**src/rtl/axi_hdr_pkg.sv**
```systemverilog
// Shared definitions for the AXI-Stream header-insertion control blocks.
//   - hdr_state_e   : header arbiter FSM states
//   - keep_is_legal : accepts only low-aligned contiguous byte masks (incl. 0)
//   - DEF_*         : default widths used by the blocks that import this package
package axi_hdr_pkg;

  localparam int DEF_NUM_REQ = 4;
  localparam int DEF_DATA_WD = 32;
  localparam int DEF_CNT_WD  = 16;
  // Widest keep mask the legality check can take; narrower masks are zero-extended.
  localparam int MAX_KEEP_WD = 64;

  typedef enum logic [1:0] {
    IDLE      = 2'd0,
    OFFER     = 2'd1,
    WAIT_LAST = 2'd2
  } hdr_state_e;

  // A legal mask has the form 2^k-1 (k >= 0). Adding one to such a mask
  // carries through every set bit, so the AND with the original is zero.
  // Any hole or non-zero bit 0 gap leaves a surviving bit.
  function automatic logic keep_is_legal(input logic [MAX_KEEP_WD-1:0] keep);
    return (keep & (keep + MAX_KEEP_WD'(1))) == '0;
  endfunction

endpackage

```
**src/rtl/rr_arbiter.sv**
```systemverilog
// Combinational round-robin arbiter.
//   req       : request vector
//   ptr       : highest-priority index; search runs cyclically from here
//   grant     : one-hot grant (all zero when no request)
//   grant_idx : encoded index of the granted request (0 when none)
//   any       : at least one request present
module rr_arbiter #(
  parameter  int NUM_REQ = 4,
  localparam int IDX_WD  = (NUM_REQ > 1) ? $clog2(NUM_REQ) : 1
) (
  input  logic [NUM_REQ-1:0] req,
  input  logic [IDX_WD-1:0]  ptr,
  output logic [NUM_REQ-1:0] grant,
  output logic [IDX_WD-1:0]  grant_idx,
  output logic               any
);

  int                pos;
  logic [IDX_WD-1:0] pos_idx;

  always_comb begin
    grant     = '0;
    grant_idx = '0;
    any       = 1'b0;
    pos       = 0;
    pos_idx   = '0;
    for (int i = 0; i < NUM_REQ; i++) begin
      pos = int'(ptr) + i;
      if (pos >= NUM_REQ) pos = pos - NUM_REQ;
      pos_idx = IDX_WD'(pos);
      if (!any && req[pos_idx]) begin
        any              = 1'b1;
        grant[pos_idx]   = 1'b1;
        grant_idx        = pos_idx;
      end
    end
  end

endmodule

```
**src/rtl/axi_header_arbiter.sv**
```systemverilog
// Header-insert channel arbiter for the AXI-Stream header-insertion datapath.
// Grants one header per packet round-robin among NUM_REQ sources, holds it in
// a register, offers it to the datapath and locks the grant until end of packet.
//   clk, rst                        : clock, asynchronous active-high reset
//   req_valid/req_header/req_keep   : per-requester header offer (packed, i at [i*W +: W])
//   req_ready                       : one-hot, one-cycle accept strobe (IDLE only)
//   valid_insert/header_insert/keep_insert, ready_insert : header offer to datapath
//   pkt_done                        : datapath end of packet
//   grant_id                        : current/last granted requester
//   busy                            : high in OFFER or WAIT_LAST
//   err_keep                        : one-cycle pulse when an illegal keep is rejected
//   pkt_cnt                         : completed packets, saturating
//
// Handshake semantics (both sides): a transfer happens on a rising edge where
// valid and ready are both high. req_ready is a strobe the arbiter raises only
// toward a requester whose req_valid is already high, so req_valid & req_ready
// is the transfer. valid_insert is held with stable header/keep until the edge
// on which ready_insert is also high.
module axi_header_arbiter
  import axi_hdr_pkg::*;
#(
  parameter  int NUM_REQ      = DEF_NUM_REQ,
  parameter  int DATA_WD      = DEF_DATA_WD,
  parameter  int DATA_BYTE_WD = DATA_WD / 8,
  parameter  int CNT_WD       = DEF_CNT_WD,
  localparam int IDX_WD       = $clog2(NUM_REQ)
) (
  input  logic                              clk,
  input  logic                              rst,
  input  logic [NUM_REQ-1:0]                req_valid,
  input  logic [NUM_REQ*DATA_WD-1:0]        req_header,
  input  logic [NUM_REQ*DATA_BYTE_WD-1:0]   req_keep,
  output logic [NUM_REQ-1:0]                req_ready,
  output logic                              valid_insert,
  output logic [DATA_WD-1:0]                header_insert,
  output logic [DATA_BYTE_WD-1:0]           keep_insert,
  input  logic                              ready_insert,
  input  logic                              pkt_done,
  output logic [IDX_WD-1:0]                 grant_id,
  output logic                              busy,
  output logic                              err_keep,
  output logic [CNT_WD-1:0]                 pkt_cnt
);

  hdr_state_e              state, state_nxt;
  logic [IDX_WD-1:0]       ptr;
  logic [DATA_WD-1:0]      hold_hdr;
  logic [DATA_BYTE_WD-1:0] hold_keep;

  logic [NUM_REQ-1:0]      arb_grant;
  logic [IDX_WD-1:0]       arb_idx;
  logic                    arb_any;
  logic [DATA_WD-1:0]      win_hdr;
  logic [DATA_BYTE_WD-1:0] win_keep;
  logic                    win_legal;

  // FSM decisions consumed by the datapath registers.
  logic accept;    // winner has a legal keep: capture it and offer
  logic reject;    // winner has an illegal keep: drop it, pulse err_keep
  logic handoff;   // datapath took the header: clear the hold registers
  logic complete;  // packet finished: advance pointer, count it

  function automatic logic [IDX_WD-1:0] wrap_inc(input logic [IDX_WD-1:0] i);
    return (i == IDX_WD'(NUM_REQ - 1)) ? '0 : i + IDX_WD'(1);
  endfunction

  rr_arbiter #(.NUM_REQ(NUM_REQ)) u_rr (
    .req       (req_valid),
    .ptr       (ptr),
    .grant     (arb_grant),
    .grant_idx (arb_idx),
    .any       (arb_any)
  );

  assign win_hdr   = req_header[arb_idx*DATA_WD +: DATA_WD];
  assign win_keep  = req_keep[arb_idx*DATA_BYTE_WD +: DATA_BYTE_WD];
  assign win_legal = keep_is_legal(MAX_KEEP_WD'(win_keep));

  // State register
  always_ff @(posedge clk or posedge rst) begin
    if (rst) state <= IDLE;
    else     state <= state_nxt;
  end

  // Next state and datapath decisions
  always_comb begin
    state_nxt = state;
    accept    = 1'b0;
    reject    = 1'b0;
    handoff   = 1'b0;
    complete  = 1'b0;
    case (state)
      IDLE: begin
        if (arb_any) begin
          if (win_legal) begin
            accept    = 1'b1;
            state_nxt = OFFER;
          end else begin
            reject = 1'b1;
          end
        end
      end
      OFFER: begin
        if (ready_insert) begin
          handoff = 1'b1;
          if (pkt_done) begin
            // Single-beat packet: header accepted and packet ended together.
            complete  = 1'b1;
            state_nxt = IDLE;
          end else begin
            state_nxt = WAIT_LAST;
          end
        end
      end
      WAIT_LAST: begin
        if (pkt_done) begin
          complete  = 1'b1;
          state_nxt = IDLE;
        end
      end
      default: state_nxt = IDLE;
    endcase
  end

  // Datapath registers
  always_ff @(posedge clk or posedge rst) begin
    if (rst) begin
      ptr       <= '0;
      hold_hdr  <= '0;
      hold_keep <= '0;
      grant_id  <= '0;
      err_keep  <= 1'b0;
      pkt_cnt   <= '0;
    end else begin
      err_keep <= reject;
      if (accept) begin
        hold_hdr  <= win_hdr;
        hold_keep <= win_keep;
        grant_id  <= arb_idx;
      end
      // A rejected header never reaches the hold registers, so nothing stale
      // is visible on header_insert; only the pointer moves past the offender.
      if (reject) ptr <= wrap_inc(arb_idx);
      if (handoff) begin
        hold_hdr  <= '0;
        hold_keep <= '0;
      end
      if (complete) begin
        ptr <= wrap_inc(grant_id);
        if (pkt_cnt != '1) pkt_cnt <= pkt_cnt + CNT_WD'(1);
      end
    end
  end

  // req_ready is the only combinational output; it is masked while reset is
  // held so every output reads zero during reset.
  assign req_ready     = (state == IDLE && !rst) ? arb_grant : '0;
  assign valid_insert  = (state == OFFER);
  assign busy          = (state != IDLE);
  assign header_insert = hold_hdr;
  assign keep_insert   = hold_keep;

endmodule

```
**config.mk**
```make
export PLATFORM = sky130hd
export DESIGN_NAME = axi_header_arbiter
export DESIGN_NICKNAME = d
export VERILOG_FILES = /design/src/rtl/axi_hdr_pkg.sv /design/src/rtl/rr_arbiter.sv /design/src/rtl/axi_header_arbiter.sv
export SDC_FILE = /design/constraint.sdc
export NUM_CORES = 1
export LEC_CHECK = 0
export CAP_MARGIN = 20
export CORE_UTILIZATION = 36
export DETAILED_ROUTE_END_ITERATION = 6
export GPL_TIMING_DRIVEN = 0
export PLACE_DENSITY = 0.87
export SYNTH_ARGS = -nofsm -noshare
export SYNTH_HDL_FRONTEND = slang
export SYNTH_HIERARCHICAL = 1
export SYNTH_SLANG_ARGS = --single-unit
```
**constraint.sdc**
```tcl
create_clock -name clk -period 3.71 [get_ports clk]
set_input_delay 0.5565 -clock clk [delete_from_list [all_inputs] [get_ports clk]]
set_output_delay 0.5565 -clock clk [all_outputs]
set_load 0.005 [all_outputs]
```
# [Word level (Yosys, flattened, before mapping)]
# Cells that the tools add are included.
[classes] n_addsub=11 n_lt_le_gt_ge=12 eq_ne=9 n_shift=2 muxes=58 bitwise_logic=4 n_reduce_logical=19
[ops] operator="$shiftx 128x8->32" n=1
[ops] operator="$logic_not 64->1" n=1
[ops] operator="$mux 32" n=2
[ops] operator="$mux 2" n=17
[ops] operator="$mux 4" n=7
[ops] operator="$mux 1" n=22
[ops] operator="$add 16x1->16 const B" n=1
[ops] operator="$ne 16x16->1 const B" n=1
[ops] operator="$shiftx 16x5->4" n=1
[ops] operator="$lt 2x3->1 const B" n=4
[ops] operator="$or 4x4->4" n=3
[ops] operator="$ge 3x3->1 const B" n=3
[ops] operator="$bmux 1 s2" n=4
[ops] operator="$demux 1 s2" n=4
[ops] operator="$ge 2x1->1 const B" n=4
[ops] operator="$logic_and 1x1->1" n=8
[ops] operator="$sub 2x1->2 const B" n=4
[ops] operator="$add 2x2->3 const B" n=2
[ops] operator="$eq 2x2->1 const B" n=3
[ops] operator="$ne 2x2->1 const B" n=3
[ops] operator="$pmux 2 s3" n=1
[ops] operator="$reduce_bool 2->1" n=3
[ops] operator="$add 4x1->5 const B" n=1
[ops] operator="$and 4x5->5" n=1
[ops] operator="other kinds (10)" n=14
[word_totals] register_bits=59 elab_cells=122

# [Longest topological paths before layout]
[depth] word_depth=23 ltp_mapped=15

# [By module]
# The synthesis kept the hierarchy.
[by_module_without_submodules] mod="axi_header_arbiter" n_inst=1 cells_each=263 area_per_inst_um2=3575.9 seq_area_each_um2=1476.4
[by_module_without_submodules] mod="rr_arbiter" n_inst=1 cells_each=45 area_per_inst_um2=421.7 seq_area_each_um2=0.0

# [Worst setup path before layout]
# OpenSTA, ideal clock, no wires.
[synth_timing] path_kind="register to register" from="register ptr[0]" to="register hold_hdr[2], in the netlist header_insert[2]" t_arrival_ps=3714 path_slack_ps=-68 stages_incl_launch_ff=15 n_path_buf=4 path_cell_list="dfrtp_1 -> buf_6 -> inv_1 -> ha_1 -> mux4_2 -> buf_6 -> and2b_2 -> o21ai_0 -> o31ai_1 -> buf_6 -> mux4_2 -> mux4_2 -> nor4_4 -> buf_6 -> a22o_2"
[synth_between] elab_chain_cells=22
[synth_lines] element="start: declaration" line_no="axi_header_arbiter.sv:46" text="logic [IDX_WD-1:0] ptr;"
[synth_lines] element="start signal: assignment" line_no="axi_header_arbiter.sv:143" text="if (reject) ptr <= wrap_inc(arb_idx);"
[synth_lines] element="start signal: assignment" line_no="axi_header_arbiter.sv:149" text="ptr <= wrap_inc(grant_id);"
[synth_lines] element="parallel branches: the longest is 13 deep, another holds $add 2x1->3"
[synth_lines] element="$mux 2 *" line_no="rr_arbiter.sv:31" text="if (!any && req[pos_idx]) begin"
[synth_lines] element="named net arb_idx[0]" line_no="axi_header_arbiter.sv:51" text="logic [IDX_WD-1:0] arb_idx;"
[synth_lines] element="$shiftx 16x5->4" line_no="axi_header_arbiter.sv:76" text="assign win_keep = req_keep[arb_idx*DATA_BYTE_WD +: DATA_BYTE_WD];"
[synth_lines] element="$add 4x1->5" line_no="axi_hdr_pkg.sv:23" text="return (keep & (keep + MAX_KEEP_WD'(1))) == '0;"
[synth_lines] element="$and 4x5->5" line_no="axi_hdr_pkg.sv:23"
[synth_lines] element="$logic_not 64->1" line_no="axi_hdr_pkg.sv:23"
[synth_lines] element="$mux 1" line_no="axi_header_arbiter.sv:95" text="if (win_legal) begin"
[synth_lines] element="$mux 1" line_no="axi_header_arbiter.sv:94" text="if (arb_any) begin"
[synth_lines] element="$mux 1" line_no="axi_header_arbiter.sv:92" text="case (state)"
[synth_lines] element="$reduce_bool 2->1 (no line)"
[synth_lines] element="end signal: assignment" line_no="axi_header_arbiter.sv:137" text="hold_hdr <= win_hdr;"
[synth_lines] element="end: declaration" line_no="axi_header_arbiter.sv:47" text="logic [DATA_WD-1:0] hold_hdr;"
# Mark *: on every way through the listed nets, which the timed path passes. The select of a mux whose other input is x is not followed.
# A chain may end at the register's enable or synchronous reset.

# [Worst setup path after layout]
[layout_timing] from="register ptr[0]" to="register grant_id[1]"
[layout_between] elab_chain_cells=21
[layout_lines] element="parallel branches: the longest is 13 deep, another holds $add 2x1->3"
[layout_lines] element="$mux 2 *" line_no="rr_arbiter.sv:31"
[layout_lines] element="named net arb_idx[0]" line_no="axi_header_arbiter.sv:51"
[layout_lines] element="$shiftx 16x5->4 *" line_no="axi_header_arbiter.sv:76"
[layout_lines] element="$add 4x1->5" line_no="axi_hdr_pkg.sv:23"
[layout_lines] element="$and 4x5->5 *" line_no="axi_hdr_pkg.sv:23"
[layout_lines] element="$logic_not 64->1 *" line_no="axi_hdr_pkg.sv:23"
[layout_lines] element="$mux 1 *" line_no="axi_header_arbiter.sv:95"
[layout_lines] element="$mux 1 *" line_no="axi_header_arbiter.sv:94"
[layout_lines] element="$mux 1 *" line_no="axi_header_arbiter.sv:92"
[layout_lines] element="end signal: assignment" line_no="axi_header_arbiter.sv:139" text="grant_id <= arb_idx;"
[layout_lines] element="end: declaration" line_no="axi_header_arbiter.sv:39" text="output logic [IDX_WD-1:0] grant_id,"
# Marked as above.

==> impl_summary.log <==
[metrics] run status: finished, final reports clean
[metrics] vias per cell: 5.41
[metrics] start-to-end type of the worst setup path: flop to flop
[metrics] maximum root-to-sink buffer count: 2
[metrics] startpoint type of the worst setup path: flop
[metrics] WL final: 13.4 mm
[metrics] DRC errors left: 0
[metrics] Synthesis Warnings: 6
[metrics] Boundary Pins: 213
[metrics] Pre-antenna DRT Iters: 4
[metrics] Sinks on Clock Net: roughly 60
[metrics] post-synthesis register bit count: 59
[metrics] vias after detailed routing: 3781
[metrics] number of distinct library cells after synthesis: 44
[metrics] Total Negative Setup Slacks: 0 ns
[metrics] Max Cap Viol: 0
[metrics] slowest CP cell: mux4_2
[metrics] core area: 10800 µm²
[metrics] floorplan row count: 38
[metrics] hold bufs inserted after CTS: 0
[metrics] count of mapped cells out of synthesis: 308
[metrics] GRT Resource Usage Total: 0.237
[metrics] Hold Crit Start: pkt_cnt[15]$_DFFE_PP0P_
[metrics] global placement routability congestion: 0.862
[metrics] Power per Cell Area: 931 nW/µm²
[metrics] Die Wd: 107 µm
[metrics] Chip Height: ~110 µm
[metrics] leading area contributor after synthesis: dfrtp_1
[metrics] primary flip-flop cell chosen by synthesis mapping: dfrtp_1
[metrics] number of nets in the layout: 717
[metrics] Required @ worst endpoint: between 3 and 4 ns
[metrics] achievable clock frequency: 275 MHz
[metrics] fraction of final layout cells sized beyond drive strength 1: 0.216
[metrics] Critical Path Sink Type: flop
[metrics] critical path cell sequence: buf_12 > inv_2 > ha_4 > mux4_2 > buf_6 > and2b_2 > o21ai_2 > o31ai_4 > buf_6 > mux4_2 > mux4_2 > buf_6 > nor3_4 > mux2_2
[metrics] Static Leak: 2.81 nW
[metrics] CTS buffer count: 9
[metrics] filler cell count in the final layout: between 800 and 900
[metrics] Final Hold Fails: 0
[metrics] maximum number of pins on one net before global-route repair: 35
[metrics] cell family contributing the most delay on the critical path: multiplexers
[metrics] worst hold path cell count: 1
[metrics] DRC marker count from the first detailed-route iteration: 154
[metrics] Post-Route Utilization: 0.624
[metrics] number of global-route vias before repair: ~4100
[metrics] EDFF count, synth: 0
[metrics] gr ovfl total: 0
[metrics] multi-input combinational cell area: 2390 µm²
[metrics] maximum VDD drop: 0.548 mV
[metrics] WHS: 0.491 ns
[metrics] clock transition at the registers of the reported paths: 0.07 ns
[metrics] Final Skew: between 0.01 and 0.015 ns
[metrics] post-synth design cell area: between 3000 and 4000 µm²
[metrics] antenna violations before repair: 0
[metrics] shortest period the worst path allows: ~3.6 ns
[metrics] launch instance of the worst register-to-register path: ptr[0]$_DFFE_PP0P_
[metrics] register cell area after layout: 1480 µm²
[metrics] average cell area after synthesis: 13.0 µm²
[metrics] number of max-slew violations in the final report: 0
[metrics] data arrival time at the worst-slack endpoint: 3.85 ns
[metrics] number of port buffers: 212
[metrics] Clock H-tree levels: 3
[metrics] Synth async-reset ratio: 1.00
[metrics] Worst Path Buf+Inv: 5
[metrics] share of synthesized area occupied by flip-flops and latches: 0.369
[metrics] hold-critical path endpoint: pkt_cnt[15]$_DFFE_PP0P_
[metrics] count of endpoints failing setup in the final report: 0
[metrics] starting density of the core: 0.369
[metrics] Diodes inserted: 0
[metrics] worst reg2reg path endpoint: grant_id[1]$_DFFE_PP0P_
[metrics] Synth top area share: 0.369
[metrics] final routed wire length divided by cell count: ~19 µm
[metrics] Skew-Pair Late Insertion Delay: 0.33 ns
[metrics] biggest cell delay along the critical path: 0.55 ns
[metrics] number of cells traversed by the worst register-to-register path: 14
[metrics] placed wire-length estimate after detailed placement: 10.4 mm
[metrics] slew of the pin with the lowest slew margin: 0.705 ns
[metrics] number of nets with antenna violations after routing: 0
[metrics] area delta synth->final: 69.3%
[metrics] register-to-register setup slack: 0.07 ns
[metrics] wire length of the first global-routing pass: 20.9 mm
[metrics] Slew headroom: 0.528
[metrics] biggest fanout along the worst timing path: 9
[metrics] worst min path class: flop to flop
[metrics] post-synth net total: 471
[metrics] die area: ~12000 µm²
[metrics] sum of internal, switching and leakage power: 6.30 mW
[metrics] final period utilization: 0.981
[metrics] cell types occupying the most area after synthesis: dfrtp_1 (37%), mux4_2 (21%), a22o_1 (7.0%)
[metrics] clock tree from TritonCTS: yes
[metrics] critical path depth: 14
[metrics] clk root buf: clkbuf_8
-- how the worst max path moves through the flow --
| stage | startpoint | slack, ns | endpoint |
|---|---|---|---|
| 6_report | ptr[0]$_DFFE_PP0P_ | 0.07 | grant_id[1]$_DFFE_PP0P_ |
| 3_5_place_dp | req_valid[2] | -1.06 | header_insert[11]$_DFFE_PP0P_ |
| 2_1_floorplan | ptr[0]$_DFFE_PP0P_ | 0.03 | header_insert[0]$_DFFE_PP0P_ |
| 5_1_grt | ptr[0]$_DFFE_PP0P_ | -0.008 | grant_id[0]$_DFFE_PP0P_ |
| 3_3_place_gp | req_valid[2] | -1.06 | header_insert[9]$_DFFE_PP0P_ |
| 4_1_cts | ptr[0]$_DFFE_PP0P_ | 0.002 | header_insert[31]$_DFFE_PP0P_ |
-- placed cells by master (no fill, tap or decap), types with 4 or more instances in the layout --
cell type	n
mux4_2	40
nand2_1	9
a2111oi_0	6
and3_1	5
o21ai_0	5
buf_6	8
nand2b_1	4
inv_1	8
nand4_1	5
nor2_1	10
ha_1	10
clkbuf_8	10
xor2_1	15
mux2i_1	6
a211oi_1	5
o211ai_1	4
buf_4	23
a22o_1	32
a22oi_1	8
a31oi_1	4
clkbuf_1	7
clkdlybuf4s50_1	208
mux2_2	8
dfrtp_1	57
-- power breakdown --
| group | switching (mW) | internal [mW] |
|---|---|---|
| registers | 0.146 | 0.886 |
| clock network | 0.271 | 0.329 |
| logic | 2.06 | 2.60 |
| total | 2.48 | 3.82 |
-- cell families (layout without fill, tap and decap cells) --
group                      Yosys count  in the layout  synth area share
AOI/OAI and AO/OA                   77             77             0.156
and+or+nand+nor                     59             59            0.0908
adders and majority gates           11             11            0.0344
muxes                               55             55             0.272
DFF                                 59             59             0.369
xor gates and xnor gates            15             15            0.0329
buffers and inverters               32            283            0.0441
-- flip-flops by register name, summed over array words and instances, names as in the netlist --
signal	flops
ptr	2
header_insert	32
keep_insert	4
err_keep	1
grant_id	2
state	2
pkt_cnt	16
-- synth_stat cells (6+ instances only) --
master,n
nand2_1,9
xor2_1,15
a2111oi_0,6
mux4_2,37
mux2_2,8
o21ai_0,6
a22o_1,32
buf_6,7
mux2i_1,6
clkbuf_1,12
nor2_1,10
dfrtp_1,59
ha_1,11
inv_1,10
a22oi_1,8
-- metrics by stage --
step	cells	cell area [µm²]	setup slack, ns
3_5_place_dp	661	6310	-1.06
3_3_place_gp	660	6290	-1.06
2_1_floorplan	308	4000	0.0284
6_report	699	6770	0.0688
4_1_cts	689	6660	0.00230
5_1_grt	699	6770	-0.00842
-- cell type report --
cell class	instances	share of cell area
plain buffers	22	0.0248
flip-flops and latches	59	0.219
inverters	10	0.00555
well taps	140	0.0259
clock inverters	6	0.00943
clock buffers	10	0.0203
repair buffers	235	0.342
multi-input cells	217	0.354
-- routing by layer --
metal	share of wire	track usage	wire length (µm)	vias to the layer above
met5	0	0	0	-
met4	0.020	0.0744	271	0
met3	0.063	0.0708	840	22
met2	0.54	0.421	7150	150
met1	0.38	0.272	5100	1872
li1	-	-	-	1737
-- timing repair --
item / 4_1_cts / 5_1_grt
buffers inserted: 11 / 10
endpoints found under the setup margin: 46 / 41
pin swaps: 2 / 4
gates resized for setup: 25 / 12
cloned: 1 / 0
Power figures use the tool's default switching activity.
